--- src/rtl/seq_mul_shift_add.sv ---
// seq_mul_shift_add: sequential shift-and-add multiplier with a fixed latency.
// One multiplier bit is consumed per clock in CALC, so a WIDTH x WIDTH product
// takes WIDTH CALC cycles regardless of operand values.
// Handshake: start (sampled in IDLE only), busy (registered, high in CALC),
// done (one-cycle pulse). The product register holds until the next completion.
// Optional build macro SEQ_MUL_SIGNED_EN adds a signed_mode input for
// two's complement operands. Without it the unit is unsigned only.
module seq_mul_shift_add #(
  parameter int unsigned WIDTH = 16
) (
  input  logic                 clk,
  input  logic                 rst_n,
  input  logic                 start,
`ifdef SEQ_MUL_SIGNED_EN
  input  logic                 signed_mode,
`endif
  input  logic [WIDTH-1:0]     a_in,
  input  logic [WIDTH-1:0]     b_in,
  output logic                 busy,
  output logic                 done,
  output logic [2*WIDTH-1:0]   product
);

  localparam int unsigned PW   = 2 * WIDTH;
  // One extra bit so the count never wraps before reaching WIDTH-1.
  localparam int unsigned CntW = $clog2(WIDTH) + 1;

  typedef enum logic [1:0] {
    StIdle = 2'd0,
    StCalc = 2'd1,
    StDone = 2'd2
  } state_e;

  state_e          state_q, state_d;
  logic [PW-1:0]    mcand_q, mcand_d;
  logic [WIDTH-1:0] mplier_q, mplier_d;
  logic [PW-1:0]    acc_q, acc_d;
  logic [CntW-1:0]  cnt_q, cnt_d;
  logic [PW-1:0]    product_q, product_d;
  logic             busy_q, busy_d;
  logic             done_q, done_d;

  logic             accept;
  logic             last_step;
  logic [WIDTH-1:0] a_mag;
  logic [WIDTH-1:0] b_mag;
  logic [PW-1:0]    acc_sum;
  logic [PW-1:0]    result;

  assign accept    = (state_q == StIdle) && start;
  assign last_step = (state_q == StCalc) && (cnt_q == CntW'(WIDTH - 1));

  // Partial-product accumulate for the current multiplier bit.
  assign acc_sum = acc_q + (mplier_q[0] ? mcand_q : '0);

`ifdef SEQ_MUL_SIGNED_EN
  logic sign_q, sign_d;
  logic sign_in;

  // Operand magnitudes and result sign. The most negative value maps to
  // 2^(WIDTH-1), which is still representable as an unsigned WIDTH-bit value.
  always_comb begin
    a_mag   = a_in;
    b_mag   = b_in;
    sign_in = 1'b0;
    if (signed_mode) begin
      if (a_in[WIDTH-1]) a_mag = -a_in;
      if (b_in[WIDTH-1]) b_mag = -b_in;
      sign_in = a_in[WIDTH-1] ^ b_in[WIDTH-1];
    end
  end

  // Sign of the operation in flight, captured with the operands.
  always_comb begin
    sign_d = sign_q;
    if (accept) sign_d = sign_in;
  end

  // Sign register.
  always_ff @(posedge clk or negedge rst_n) begin
    if (!rst_n) begin
      sign_q <= 1'b0;
    end else begin
      sign_q <= sign_d;
    end
  end

  assign result = sign_q ? -acc_sum : acc_sum;
`else
  assign a_mag  = a_in;
  assign b_mag  = b_in;
  assign result = acc_sum;
`endif

  // State register.
  always_ff @(posedge clk or negedge rst_n) begin
    if (!rst_n) begin
      state_q <= StIdle;
    end else begin
      state_q <= state_d;
    end
  end

  // Next-state logic; any unused encoding falls back to IDLE.
  always_comb begin
    state_d = StIdle;
    case (state_q)
      StIdle:  state_d = start ? StCalc : StIdle;
      StCalc:  state_d = last_step ? StDone : StCalc;
      StDone:  state_d = StIdle;
      default: state_d = StIdle;
    endcase
  end

  // Registered handshake outputs, derived from the state being entered.
  always_comb begin
    busy_d = (state_d == StCalc);
    done_d = (state_d == StDone);
  end

  // Datapath next-state: capture in IDLE, shift-and-add in CALC.
  always_comb begin
    mcand_d   = mcand_q;
    mplier_d  = mplier_q;
    acc_d     = acc_q;
    cnt_d     = cnt_q;
    product_d = product_q;
    case (state_q)
      StIdle: begin
        if (start) begin
          mcand_d  = PW'(a_mag);
          mplier_d = b_mag;
          acc_d    = '0;
          cnt_d    = '0;
        end
      end
      StCalc: begin
        acc_d    = acc_sum;
        mcand_d  = mcand_q << 1;
        mplier_d = mplier_q >> 1;
        cnt_d    = cnt_q + CntW'(1);
        // Final edge: publish the sum including this cycle's partial product.
        if (last_step) product_d = result;
      end
      default: ;
    endcase
  end

  // Datapath and output registers; reset abandons any operation in flight.
  always_ff @(posedge clk or negedge rst_n) begin
    if (!rst_n) begin
      mcand_q   <= '0;
      mplier_q  <= '0;
      acc_q     <= '0;
      cnt_q     <= '0;
      product_q <= '0;
      busy_q    <= 1'b0;
      done_q    <= 1'b0;
    end else begin
      mcand_q   <= mcand_d;
      mplier_q  <= mplier_d;
      acc_q     <= acc_d;
      cnt_q     <= cnt_d;
      product_q <= product_d;
      busy_q    <= busy_d;
      done_q    <= done_d;
    end
  end

  assign busy    = busy_q;
  assign done    = done_q;
  assign product = product_q;

endmodule

--- config.mk ---
export PLATFORM = sky130hd
export DESIGN_NAME = seq_mul_shift_add
export DESIGN_NICKNAME = d
export VERILOG_FILES = /design/src/rtl/seq_mul_shift_add.sv
export SDC_FILE = /design/constraint.sdc
export NUM_CORES = 1
export LEC_CHECK = 0
export CAP_MARGIN = 30
export CORE_ASPECT_RATIO = 0.5
export CORE_MARGIN = 5
export CORE_UTILIZATION = 50
export DETAILED_ROUTE_END_ITERATION = 7
export PLACE_DENSITY = 0.7
export SLEW_MARGIN = 20
export SYNTH_ARGS = -nofsm -noshare
export SYNTH_HDL_FRONTEND = slang
export SYNTH_SLANG_ARGS = --single-unit
--- constraint.sdc ---
create_clock -name clk -period 9.2 [get_ports clk]
set_input_delay 1.38 -clock clk [delete_from_list [all_inputs] [get_ports clk]]
set_output_delay 1.38 -clock clk [all_outputs]
set_load 0.05 [all_outputs]
==> results of run 1 <==
-- layout by cell type (no fill, tap or decap), drive strengths merged, types with 13 or more instances in the layout --
cell type and count:
a21o 17, a21oi 73, a22o 34, a22oi 14, and2 34, and3b 16
clkbuf 20, clkdlybuf4s50 67, dfrtp 121, ha 33, inv 13, nand2 121
nor2 23, nor2b 18, o21ai 75, xnor2 13
-- layout make-up --
cell class | count | area share
multi-input combinational | 569 | 0.434
sequential | 121 | 0.364
timing repair buffer | 76 | 0.0911
clock buffer | 20 | 0.0549
tap | 176 | 0.0265
clock inverter | 12 | 0.0236
inverter | 13 | 0.00586
-- flip-flops by register name, summed over array words and instances (netlist names) --
register and flops:
acc_q 32, busy 1, cnt_q 5, done 1, mcand_q 32, mplier_q 16
product 32, state_q 2
-- worst max-delay path, cell delays in order, from the launching register on --
cell      delay, ps
dfrtp_1         720
and2_1          320
ha_1            220
fa_1            420
a211oi_2        330
o31ai_1         160
a221o_1         370
a211o_1         410
a41oi_2         240
xor2_1          230
o21ai_1         100
-- synthesized netlist by cell type, drive strengths merged, types with 14 or more instances --
| library cell | number |
|---|---|
| and2 | 34 |
| and3b | 16 |
| a21oi | 73 |
| nand2 | 121 |
| nor2 | 23 |
| ha | 33 |
| a21o | 17 |
| dfrtp | 121 |
| a22o | 34 |
| a22oi | 14 |
| clkbuf | 43 |
| nor2b | 18 |
| o21ai | 75 |
-- report_power, final --
group | internal, mW | leakage (nW) | switching [mW] | total (mW)
Sequential | 0.742 | 1.58 | 0.151 | 0.893
Combinational | 0.432 | 2.06 | 0.720 | 1.15
Clock | 0.494 | 0.312 | 0.242 | 0.736
Total | 1.67 | 3.95 | 1.11 | 2.78
-- per-stage QoR --
stage	area, µm²	setup WS [ps]
global route	8320	5300
finish	8320	5530
global placement	7630	5690
detailed placement	7640	5590
floorplan	6850	6230
CTS	8290	5530
-- routing by layer --
layer | vias to the layer above | routed length [µm] | track usage
met1 | 2688 | 8130 | 0.296
li1 | 2783 | - | -
met4 | 0 | 197 | 0.0674
met3 | 17 | 822 | 0.0416
met5 | - | 0 | 0
met2 | 144 | 7080 | 0.311
-- kinds of logic after synthesis --
kind of cell	after synthesis	share of synthesized area
flip-flops	121	0.442
buffers and inverters	60	0.0332
adder cells (fa/ha/maj)	34	0.0632
multiplexers	2	0.00329
AO/OA/AOI/OAI	263	0.250
XOR/XNOR	25	0.0320
AND/OR/NAND/NOR	245	0.176
-- how the worst min path moves through the flow --
stage                 from           to  slack, ps  cells after the start
2_1_floorplan     cnt_q[4]     cnt_q[4]        450                      2
3_3_place_gp   product[16]  product[16]        460                      2
3_5_place_dp    product[3]   product[3]        460                      2
4_1_cts         product[6]   product[6]        480                      2
5_1_grt        product[11]  product[11]        490                      2
6_report        product[6]   product[6]        470                      2
==> results.json, run 1 <==
{
  "final_max_slew_viol_count": 0,
  "tightest_slew_ps": 915,
  "synth-seq-cells": 121,
  "synth_flop_cell": "dfrtp_1",
  "dieArea_um2": 16300,
  "ys_top_cells_by_area": "dfrtp_1 44%, nand2_1 6.6%, ha_1 6.0%",
  "nets": 867,
  "maxCapViolations": 0,
  "r2r_slack_ps": 5530,
  "min_path_type": "register to register",
  "initial_core_util": 0.508,
  "htree_num_levels": 4,
  "die_w_um": 176,
  "ff2ff_path_depth": 10,
  "final_util": 0.618,
  "ant_nets": 0,
  "cp_max_fo": 33,
  "cp-start-kind": "register",
  "ys_warn_count": 0,
  "drc": 0,
  "post-route-period-util": 0.399,
  "clock-root-buffer": "clkbuf_16",
  "slew-limit-headroom": 0.390,
  "cts_tree": "built",
  "antennaDiodeCount": 0,
  "clk_latency_ps": 420,
  "vias": 5632,
  "cts_buffer_depth": 2,
  "end_kind": "register",
  "reg2reg_from": "mplier_q[0]",
  "wire_per_inst_um": 16.4,
  "area_growth_pct": 21.5,
  "synth-seq-area-share": 0.442,
  "postCtsSetupRepairBufs": 0,
  "power_density_nw_per_um2": 334,
  "power_leakage_nw": 3.95,
  "nFillCells": 1131,
  "crit_path_end": "product[30]",
  "fmax_mhz": 272,
  "dieHeight_um": 92.8,
  "period_minus_slack_ps": 3670,
  "hold_violations": 0,
  "port_buffers": 68,
  "ctsResizeCount": 0,
  "ir_drop_uv": 142,
  "ys_async_sr_fraction": 1.00,
  "status": "complete, no violations",
  "rows": 30,
  "syn_area_um2": 6850,
  "finalSetupViolations": 0,
  "timing.rr.end": "product[30]",
  "grt_start_max_net_pins": 71,
  "track_usage": 0.205,
  "io_pins": 69,
  "ys_types": 56,
  "finalNonFillerCells": 987,
  "grt_pass1_vias": 5450,
  "required_ps": 9460,
  "dp.final_hpwl_mm": 11.0,
  "setup.worst_path.class": "register to register",
  "postSynthAreaPerCell_um2": 9.13,
  "drive_gt1_frac": 0.0666,
  "fin_worst_skew_ps": 11.2,
  "via_per_inst": 5.71,
  "grt_pass1_wl_mm": 27.1,
  "total_power_mw": 2.78,
  "multi_input_area_um2": 3610,
  "grt-ovfl-total": 0,
  "rsz0062_at_grt": "no",
  "antenna_found_initial": 0,
  "placed_cells": 954,
  "yosysTopAreaCell": "dfrtp_1",
  "fin_tns_setup_ps": 0,
  "synth_top_cell_area_share": 0.442,
  "cts.sinks": 121,
  "synth_edf_count": 0,
  "core_um2": 13500,
  "dr.pass1.iters": 5,
  "holdBufCountCts": 0,
  "drt_wl_total_mm": 16.2,
  "whs_ps": 470,
  "regArea_um2": 3030,
  "arrival_ps": 3930,
  "syn-instance-count": 750,
  "gp_congestion": 0.884,
  "clk_pin_slew_ps": 60,
  "cts_buffers": 17,
  "syn-num-nets": 819,
  "critPathLaunch": "mplier_q[0]",
  "first_iter_violations": 363
}
Note: power is estimated with default switching activity, not from simulation.
==> run 2, diff against run 1 <==
Settings changed: PLACE_DENSITY 0.7 to 0.73.
Clock period 9.2 ns to 3.3 ns, I/O delays scaled along.
==> run 2 against run 1 <==
Via count is 2.1% higher; die area unchanged; maximum frequency up 17%; combinational power grew to 2.9 times the previous value; clock skew shrank 0.92 ps; cell count increased by 0.71%; critical path type unchanged; largest cell class unchanged; largest power group unchanged; highest routed layer unchanged.
==> results.json, run 2 (synthesized netlist as in run 1, its figures left out) <==
{
  "status": "complete, no violations",
  "crit_path_end": "product[26]",
  "setup.worst_path.class": "register to register",
  "ir_drop_uv": 375,
  "wire_per_inst_um": 17.2,
  "clk_latency_ps": 420,
  "vias": 5748,
  "initial_core_util": 0.508,
  "dp.final_hpwl_mm": 11.5,
  "cts_tree": "built",
  "holdBufCountCts": 0,
  "dr.pass1.iters": 5,
  "maxCapViolations": 0,
  "arrival_ps": 3430,
  "cts_buffer_depth": 2,
  "p_sw_frac": 0.398,
  "required_ps": 3580,
  "reg2reg_from": "mcand_q[0]",
  "final_max_slew_viol_count": 0,
  "power_leakage_nw": 3.99,
  "nets": 874,
  "die_w_um": 176,
  "fin_worst_skew_ps": 10.3,
  "core_um2": 13500,
  "first_iter_violations": 467,
  "r2r_slack_ps": 150,
  "ff2ff_path_depth": 10,
  "grt_pass1_wl_mm": 28.7,
  "end_kind": "register",
  "grt-ovfl-total": 0,
  "dieArea_um2": 16300,
  "via_per_inst": 5.78,
  "dieHeight_um": 92.8,
  "timing.rr.end": "product[26]",
  "clock-root-buffer": "clkbuf_16",
  "total_power_mw": 7.93,
  "critPathLaunch": "mcand_q[0]",
  "nFillCells": 1101,
  "cts.sinks": 121,
  "drive_gt1_frac": 0.0746,
  "layout_common_cells": "121 x nand2_1, 121 x dfrtp_1, 73 x a21oi_1",
  "gp_congestion": 0.891,
  "track_usage": 0.216,
  "grt_start_max_net_pins": 72,
  "antenna_found_initial": 0,
  "internal_power_mw": 4.77,
  "grt_pass1_vias": 5666,
  "final_util": 0.624,
  "htree_num_levels": 4,
  "io_pins": 69,
  "ant_nets": 0,
  "min_path_type": "input pin to asynchronous set/reset pin",
  "drc": 0,
  "cts_buffers": 17,
  "tightest_slew_ps": 529,
  "port_buffers": 68,
  "rsz0062_at_grt": "no",
  "area_growth_pct": 22.8,
  "multi_input_area_um2": 3620,
  "power_switching_mw": 3.16,
  "power_density_nw_per_um2": 943,
  "comb_power_share": 0.418,
  "hold_violations": 0,
  "regArea_um2": 3030,
  "post-route-period-util": 0.954,
  "seqPwrFrac": 0.312,
  "drt_wl_total_mm": 17.1,
  "whs_ps": 35.0,
  "fin_tns_setup_ps": 0,
  "slew-limit-headroom": 0.647,
  "cp_max_fo": 4,
  "fmax_mhz": 318,
  "power.share.clock": 0.270,
  "finalSetupViolations": 0,
  "antennaDiodeCount": 0,
  "clk_pin_slew_ps": 60,
  "rows": 30,
  "cp-start-kind": "register",
  "period_minus_slack_ps": 3150
}
## run 2: changes by cell type in the layout (fill, tap and decap cells not counted), sizes merged
cell      change
buf           +7
clkinvlp      -1
clkinv        -1
clkbuf        +1
bufinv        +1
## run 2: power by group through the flow
stage	clock network [mW]	registers, mW	logic [mW]
2_1_floorplan	0	2.94	1.82
3_3_place_gp	0	2.47	3.22
3_5_place_dp	0	2.47	3.30
4_1_cts	2.16	2.47	3.32
5_1_grt	2.23	2.54	3.62
6_report	2.15	2.47	3.31
## run 2: critical path, stage by stage, from the launching register on
cell and delay [ps]:
dfrtp_1 400, and2_1 170, ha_1 210, fa_1 440
a211oi_2 320, o31ai_1 170, a221o_1 390, a211o_4 410
a21boi_1 170, xor2_1 210, o21ai_0 110
## run 2: stage by stage
| stage | cells | setup WS [ps] | instance area [µm²] |
|---|---|---|---|
| floorplan | 750 | 326 | 6850 |
| global placement | 962 | 248 | 7730 |
| detailed placement | 962 | 153 | 7730 |
| CTS | 994 | 131 | 8400 |
| global route | 994 | 18.6 | 8410 |
| finish | 994 | 151 | 8410 |
## run 2: worst min path at each step
stage	from	endpoint	slack [ps]
after floorplan	rst_n	acc_q[0]	200
after global placement	product[14]	product[14]	460
after detailed placement	product[3]	product[3]	460
after CTS	rst_n	mplier_q[5]	50
after global routing	rst_n	mplier_q[5]	70
final	rst_n	mplier_q[2]	40
## run 2: what timing repair did
| action | CTS | global route |
|---|---|---|
| gates resized for setup | 0 | 1 |
| buffers inserted | 0 | 0 |
| endpoints found under the setup margin | 0 | 2 |
## run 2: cell type report
cell class | instances | area share
repair buffers | 83 | 0.0970
clock buffers | 21 | 0.0547
clock inverters | 11 | 0.0259
inverters | 13 | 0.00580
well taps | 176 | 0.0262
multi-input cells | 569 | 0.431
flip-flops and latches | 121 | 0.360
## run 2: metal layers
layer | track usage | routed length, µm | vias to the layer above
li1 | - | - | 2790
met1 | 0.309 | 8270 | 2789
met2 | 0.340 | 7800 | 155
met3 | 0.0424 | 883 | 14
met4 | 0.0532 | 119 | 0
met5 | 0 | 0 | -
==> run 3, diff against run 2 <==
Settings changed: SLEW_MARGIN 20 to 30.
==> results of run 3 <==
No change in the layout: final DEF, timing and power equal those of run 2.
